--- src/rtl/fp_pkg.sv ---
// +----------------------------------------------------------------------------+
// | Module : fp_pkg                                                            |
// | Desc   : binary32 field constants, canonical values and FP class type.     |
// | Rev    : 1.0 - initial release                                             |
// +----------------------------------------------------------------------------+
`default_nettype none

package fp_pkg;

   localparam int unsigned EXP_W  = 8;
   localparam int unsigned FRAC_W = 23;
   localparam logic [EXP_W-1:0] EXP_MAX = 8'hFF;

   localparam logic [31:0] CANON_QNAN = 32'h7FC0_0000;
   localparam logic [31:0] POS_ZERO   = 32'h0000_0000;
   localparam logic [31:0] NEG_ZERO   = 32'h8000_0000;

   typedef enum logic [2:0] {
      ZERO    = 3'd0,
      SUBNORM = 3'd1,
      NORMAL  = 3'd2,
      INF     = 3'd3,
      QNAN    = 3'd4,
      SNAN    = 3'd5
   } fp_class_e;

   function automatic fp_class_e fp_class_of(input logic [31:0] v);
      logic [EXP_W-1:0]  e;
      logic [FRAC_W-1:0] f;
      e = v[30:23];
      f = v[22:0];
      if (e == EXP_MAX)
         fp_class_of = (f == '0) ? INF : (f[FRAC_W-1] ? QNAN : SNAN);
      else if (e == '0)
         fp_class_of = (f == '0) ? ZERO : SUBNORM;
      else
         fp_class_of = NORMAL;
   endfunction

endpackage

`default_nettype wire

--- src/rtl/fp_feq_cmp_if.sv ---
// +----------------------------------------------------------------------------+
// | Module : fp_feq_cmp_if                                                     |
// | Desc   : operand/result bundle for the FEQ.S compare unit.                 |
// | Rev    : 1.0 - initial release                                             |
// +----------------------------------------------------------------------------+
`default_nettype none

interface fp_feq_cmp_if #(
   parameter int XLEN = 32,
   parameter int FLEN = 32
);
   logic [FLEN-1:0] a;
   logic [FLEN-1:0] b;
   logic [XLEN-1:0] y;
   logic            nv;

   modport master (output a, output b, input  y, input  nv);
   modport slave  (input  a, input  b, output y, output nv);
endinterface

`default_nettype wire

--- src/rtl/fp_classify.sv ---
// +----------------------------------------------------------------------------+
// | Module : fp_classify                                                       |
// | Desc   : combinational binary32 operand classifier (shared by FP compares).|
// | Rev    : 1.0 - initial release                                             |
// +----------------------------------------------------------------------------+
`default_nettype none

module fp_classify
   import fp_pkg::*;
(
   input  wire logic [31:0] i_val,
   output logic             o_is_zero,
   output logic             o_is_subnorm,
   output logic             o_is_inf,
   output logic             o_is_qnan,
   output logic             o_is_snan
);

   logic [EXP_W-1:0]  w_exp;
   logic [FRAC_W-1:0] w_frac;
   logic              w_exp_max;
   logic              w_exp_zero;
   logic              w_frac_zero;

   assign w_exp       = i_val[30:23];
   assign w_frac      = i_val[22:0];
   assign w_exp_max   = (w_exp == EXP_MAX);
   assign w_exp_zero  = (w_exp == '0);
   assign w_frac_zero = (w_frac == '0);

   assign o_is_zero    = w_exp_zero &  w_frac_zero;
   assign o_is_subnorm = w_exp_zero & ~w_frac_zero;
   assign o_is_inf     = w_exp_max  &  w_frac_zero;
   assign o_is_qnan    = w_exp_max  & ~w_frac_zero &  w_frac[FRAC_W-1];
   assign o_is_snan    = w_exp_max  & ~w_frac_zero & ~w_frac[FRAC_W-1];

endmodule

`default_nettype wire

--- src/rtl/fp_feq_cmp.sv ---
// +----------------------------------------------------------------------------+
// | Module : fp_feq_cmp                                                        |
// | Desc   : registered RISC-V FEQ.S comparator with NV flag, 1-cycle latency. |
// |          Define FEQ_DAZ_EN to treat subnormal operands as signed zero.     |
// | Rev    : 1.0 - initial release                                             |
// +----------------------------------------------------------------------------+
`default_nettype none

module fp_feq_cmp
   import fp_pkg::*;
#(
   parameter int XLEN = 32,
   parameter int FLEN = 32
)(
   input  wire logic      clk,
   input  wire logic      rst,
   fp_feq_cmp_if.slave    bus
);

   logic a_zero, a_sub, a_inf, a_qnan, a_snan;
   logic b_zero, b_sub, b_inf, b_qnan, b_snan;

   fp_classify u_cls_a (
      .i_val        (bus.a),
      .o_is_zero    (a_zero),
      .o_is_subnorm (a_sub),
      .o_is_inf     (a_inf),
      .o_is_qnan    (a_qnan),
      .o_is_snan    (a_snan)
   );

   fp_classify u_cls_b (
      .i_val        (bus.b),
      .o_is_zero    (b_zero),
      .o_is_subnorm (b_sub),
      .o_is_inf     (b_inf),
      .o_is_qnan    (b_qnan),
      .o_is_snan    (b_snan)
   );

   logic a_eff_zero, b_eff_zero;
   logic any_nan, same_inf, bits_eq;
   logic eq_d, eq_q;
   logic nv_d, nv_q;

`ifdef FEQ_DAZ_EN
   assign a_eff_zero = a_zero | a_sub;
   assign b_eff_zero = b_zero | b_sub;
`else
   assign a_eff_zero = a_zero;
   assign b_eff_zero = b_zero;
   logic unused_sub;
   assign unused_sub = a_sub ^ b_sub;
`endif

   assign any_nan  = a_qnan | a_snan | b_qnan | b_snan;
   assign same_inf = a_inf & b_inf & (bus.a[FLEN-1] == bus.b[FLEN-1]);
   assign bits_eq  = (bus.a == bus.b);

   // NaN dominates; otherwise signed zeros match, else exact bit equality.
   always_comb begin
      eq_d = 1'b0;
      nv_d = a_snan | b_snan;
      if (!any_nan)
         eq_d = (a_eff_zero & b_eff_zero) | same_inf | bits_eq;
   end

   always_ff @(posedge clk or posedge rst) begin
      if (rst) begin
         eq_q <= 1'b0;
         nv_q <= 1'b0;
      end else begin
         eq_q <= eq_d;
         nv_q <= nv_d;
      end
   end

   assign bus.y  = {{(XLEN-1){1'b0}}, eq_q};
   assign bus.nv = nv_q;

endmodule

`default_nettype wire

--- src/flat_wrapper.sv ---
// flat-port wrapper written by rule: the top's interface ports become plain ports
module fp_feq_cmp_flat import fp_pkg::*;
#(
   parameter int XLEN = 32,
   parameter int FLEN = 32
)
  (clk, rst, bus_a, bus_b, bus_y, bus_nv);
  fp_feq_cmp_if #(.XLEN(XLEN), .FLEN(FLEN)) bus_i ();
  input  wire logic clk;
  input  wire logic rst;
  input wire logic [$bits(bus_i.a)-1:0] bus_a;
  input wire logic [$bits(bus_i.b)-1:0] bus_b;
  output wire logic [$bits(bus_i.y)-1:0] bus_y;
  output wire logic [$bits(bus_i.nv)-1:0] bus_nv;
  assign bus_i.a = bus_a;
  assign bus_i.b = bus_b;
  assign bus_y = bus_i.y;
  assign bus_nv = bus_i.nv;
  fp_feq_cmp #(.XLEN(XLEN), .FLEN(FLEN)) u_core (.clk(clk), .rst(rst), .bus(bus_i));
endmodule
--- config.mk ---
export PLATFORM = sky130hd
export DESIGN_NAME = fp_feq_cmp_flat
export DESIGN_NICKNAME = d
export VERILOG_FILES = /design/src/rtl/fp_pkg.sv /design/src/rtl/fp_feq_cmp_if.sv /design/src/rtl/fp_classify.sv /design/src/rtl/fp_feq_cmp.sv /design/src/flat_wrapper.sv
export SDC_FILE = /design/constraint.sdc
export NUM_CORES = 1
export LEC_CHECK = 0
export BUFFER_PORTS_ARGS = -buffer_cell sky130_fd_sc_hd__clkbuf_2
export CAP_MARGIN = 0
export CORE_MARGIN = 3
export CORE_UTILIZATION = 32
export CTS_CLUSTER_DIAMETER = 50
export DETAILED_ROUTE_END_ITERATION = 10
export GPL_ROUTABILITY_DRIVEN = 1
export PLACE_DENSITY = 0.76
export SYNTH_ARGS = -nofsm -noshare
export SYNTH_HDL_FRONTEND = slang
export SYNTH_HIERARCHICAL = 1
export SYNTH_SLANG_ARGS = --single-unit
export TNS_END_PERCENT = 30
--- constraint.sdc ---
create_clock -name clk -period 0.8 [get_ports clk]
set_input_delay 0 -clock clk [delete_from_list [all_inputs] [get_ports clk]]
set_output_delay 0 -clock clk [all_outputs]
set_load 0.02 [all_outputs]
==> results.md <==
- Outcome: finished, violations left
- Failing checks: setup timing
- DRT Wirelength: 3160 um
- Initial Util: 34.4%
- NetSw: 0.483 mW
- Largest net degree at the start of global routing: 5
- Total grt overflow: 0
- CTS root buf: clkbuf_4
- Worst Path Required: 0.93 ns
- Ys Warns: 6
- DIE AREA: 3710 um^2
- Drt first pass iters: 4
- Pre-CTS setup slack: -0.607 ns
- Sink Count: 2
- Clock buffer count from CTS: 3
- Layout cell share with drive strength beyond 1: 55.5%
- Die X: 60.9 um
- Data arrival time of the worst path: 1.29 ns
- Vias/cell: 4.67
- IO buf count: 67
- Unrepaired setup endpoints after global routing: yes
- Remaining DRCs: 0
- CTS tree: yes
- Pwr dens: 678 nW/um^2
- Final #Nets: 295
- Area growth syn-to-layout: 70.4%
- Cell total after placement: 252
- Hold Path Class: in -> async
- Post-synthesis cell area: 965 um^2
- H-tree Lvls: 1
- Site Rows: 19
- Crit path kind: in -> reg
- # fillers: 261
- Internal power: 0.631 mW
- Setup crit end kind: flip-flop
- Top-level port count: 99
- Via count: 1206
- Number of global-route vias before repair: 1165
- Max-Cap Viols: 0
- Max Root-Sink Buffers: 2
- Die Y: 60.9 um
- Fin Setup TNS: -0.668 ns
- Syn avg cell area: 7.91 um^2
- Gpl congestion: 0.790
- Final std cells w/o fill: 258
- Clock network power share: 19.8%
- All-Layer GR Usage: 17.2%
- First-pass GRT wire length: 4820 um
- Comb pwr share: 71.0%
- Most frequent cells in the layout: clkbuf_2, buf_4, xnor2_1
- Post-route minimum period: 1.16 ns
- Routed len/inst: 12.2 um
- Final cycle utilization of the critical path: 145%
- Peak VDD IR: 293 uV
- DP Wirelength: 2980 um
- Total core area: 2810 um^2
- Initial antenna violation count: 0
- Seq pwr share: 9.2%
- Crit path max fanout: 2
- Diode count: 0
- Detailed router's first-iteration violation count: 23
- Static Leak: 0.752 nW
- Commonest non-fill, non-tap cell in the layout: clkbuf_2
- Fin. Hold Viols: 0
- Setup-failing EPs final: 2
- Clock slew at the register clock pins of the worst setup and hold paths: 0.03 ns
- Switching share of power: 43.3%
- Cells after Synth: 122
- Tot Pwr: 1.11 mW
- Final WS setup: -0.363 ns
- Pins Over Slew Limit: 0
- Fmax achieved: 0.860 GHz
- Antenna Nets Post-Route: 0
- Crit path launch type: primary input
timing repair:
action,in CTS,in global routing
pin swaps,9,0
buffers inserted,2,0
hold endpoints to repair,2,0
gates resized for setup,2,2
endpoints found under the setup margin,2,2
hold buffers,1,0
stage by stage:
stage          hold slack, ns  util, %  area [um^2]
2_1_floorplan          -0.259        -         1190
3_3_place_gp           -0.165     56.4         1580
3_5_place_dp           -0.165     56.4         1580
4_1_cts                 0.149     58.4         1640
5_1_grt                 0.169     58.6         1640
6_report                0.166     58.6         1640
registers in the layout, summed over array words and instances, names as in the netlist:
name           count
u_core/bus.nv      1
u_core/eq_q        1
routing by layer:
metal  wire length [um]  share of wire, %  GRT usage (%)  vias up
met5                  0                 0              0        -
met4                 34               1.1           3.41        0
met3                265               8.4           3.83        5
met2               1700                54           31.9       67
met1               1160                37           20.1      531
li1                   -                 -              -      603
power by group through the flow:
| stage | clock network [mW] | logic (mW) | registers [mW] |
|---|---|---|---|
| final | 0.220 | 0.792 | 0.102 |
| after global routing | 0.246 | 0.858 | 0.102 |
| after CTS | 0.234 | 0.794 | 0.102 |
| after detailed placement | 0 | 0.781 | 0.103 |
| after global placement | 0 | 0.770 | 0.103 |
| after floorplan | 0 | 0.445 | 0.103 |
cell type report:
class | count | area (um^2) | area share, %
inverters | 3 | 11.3 | 0.685
flip-flops and latches | 2 | 50.0 | 3.04
repair buffers | 104 | 616 | 37.4
clock buffers | 3 | 22.5 | 1.37
multi-input cells | 115 | 906 | 55.1
well taps | 31 | 38.8 | 2.36
final timing paths:
kind                       startpoint            end  slack (ns)  depth (start not counted)
setup / recovery            bus_a[20]    u_core/eq_q       -0.36                          6
hold / removal                    rst  u_core/bus.nv        0.17                          3
max in group asynchronous         rst    u_core/eq_q        0.52                          3
min in group clk            bus_a[31]    u_core/eq_q        0.31                          6
worst max-delay path, stage by stage:
cell	delay [ns]
clkbuf_2	0.12
nor4_4	0.31
and4_4	0.25
a2111oi_0	0.09
or2_2	0.31
nor4_2	0.21
Note: power is estimated with default switching activity, not from simulation.
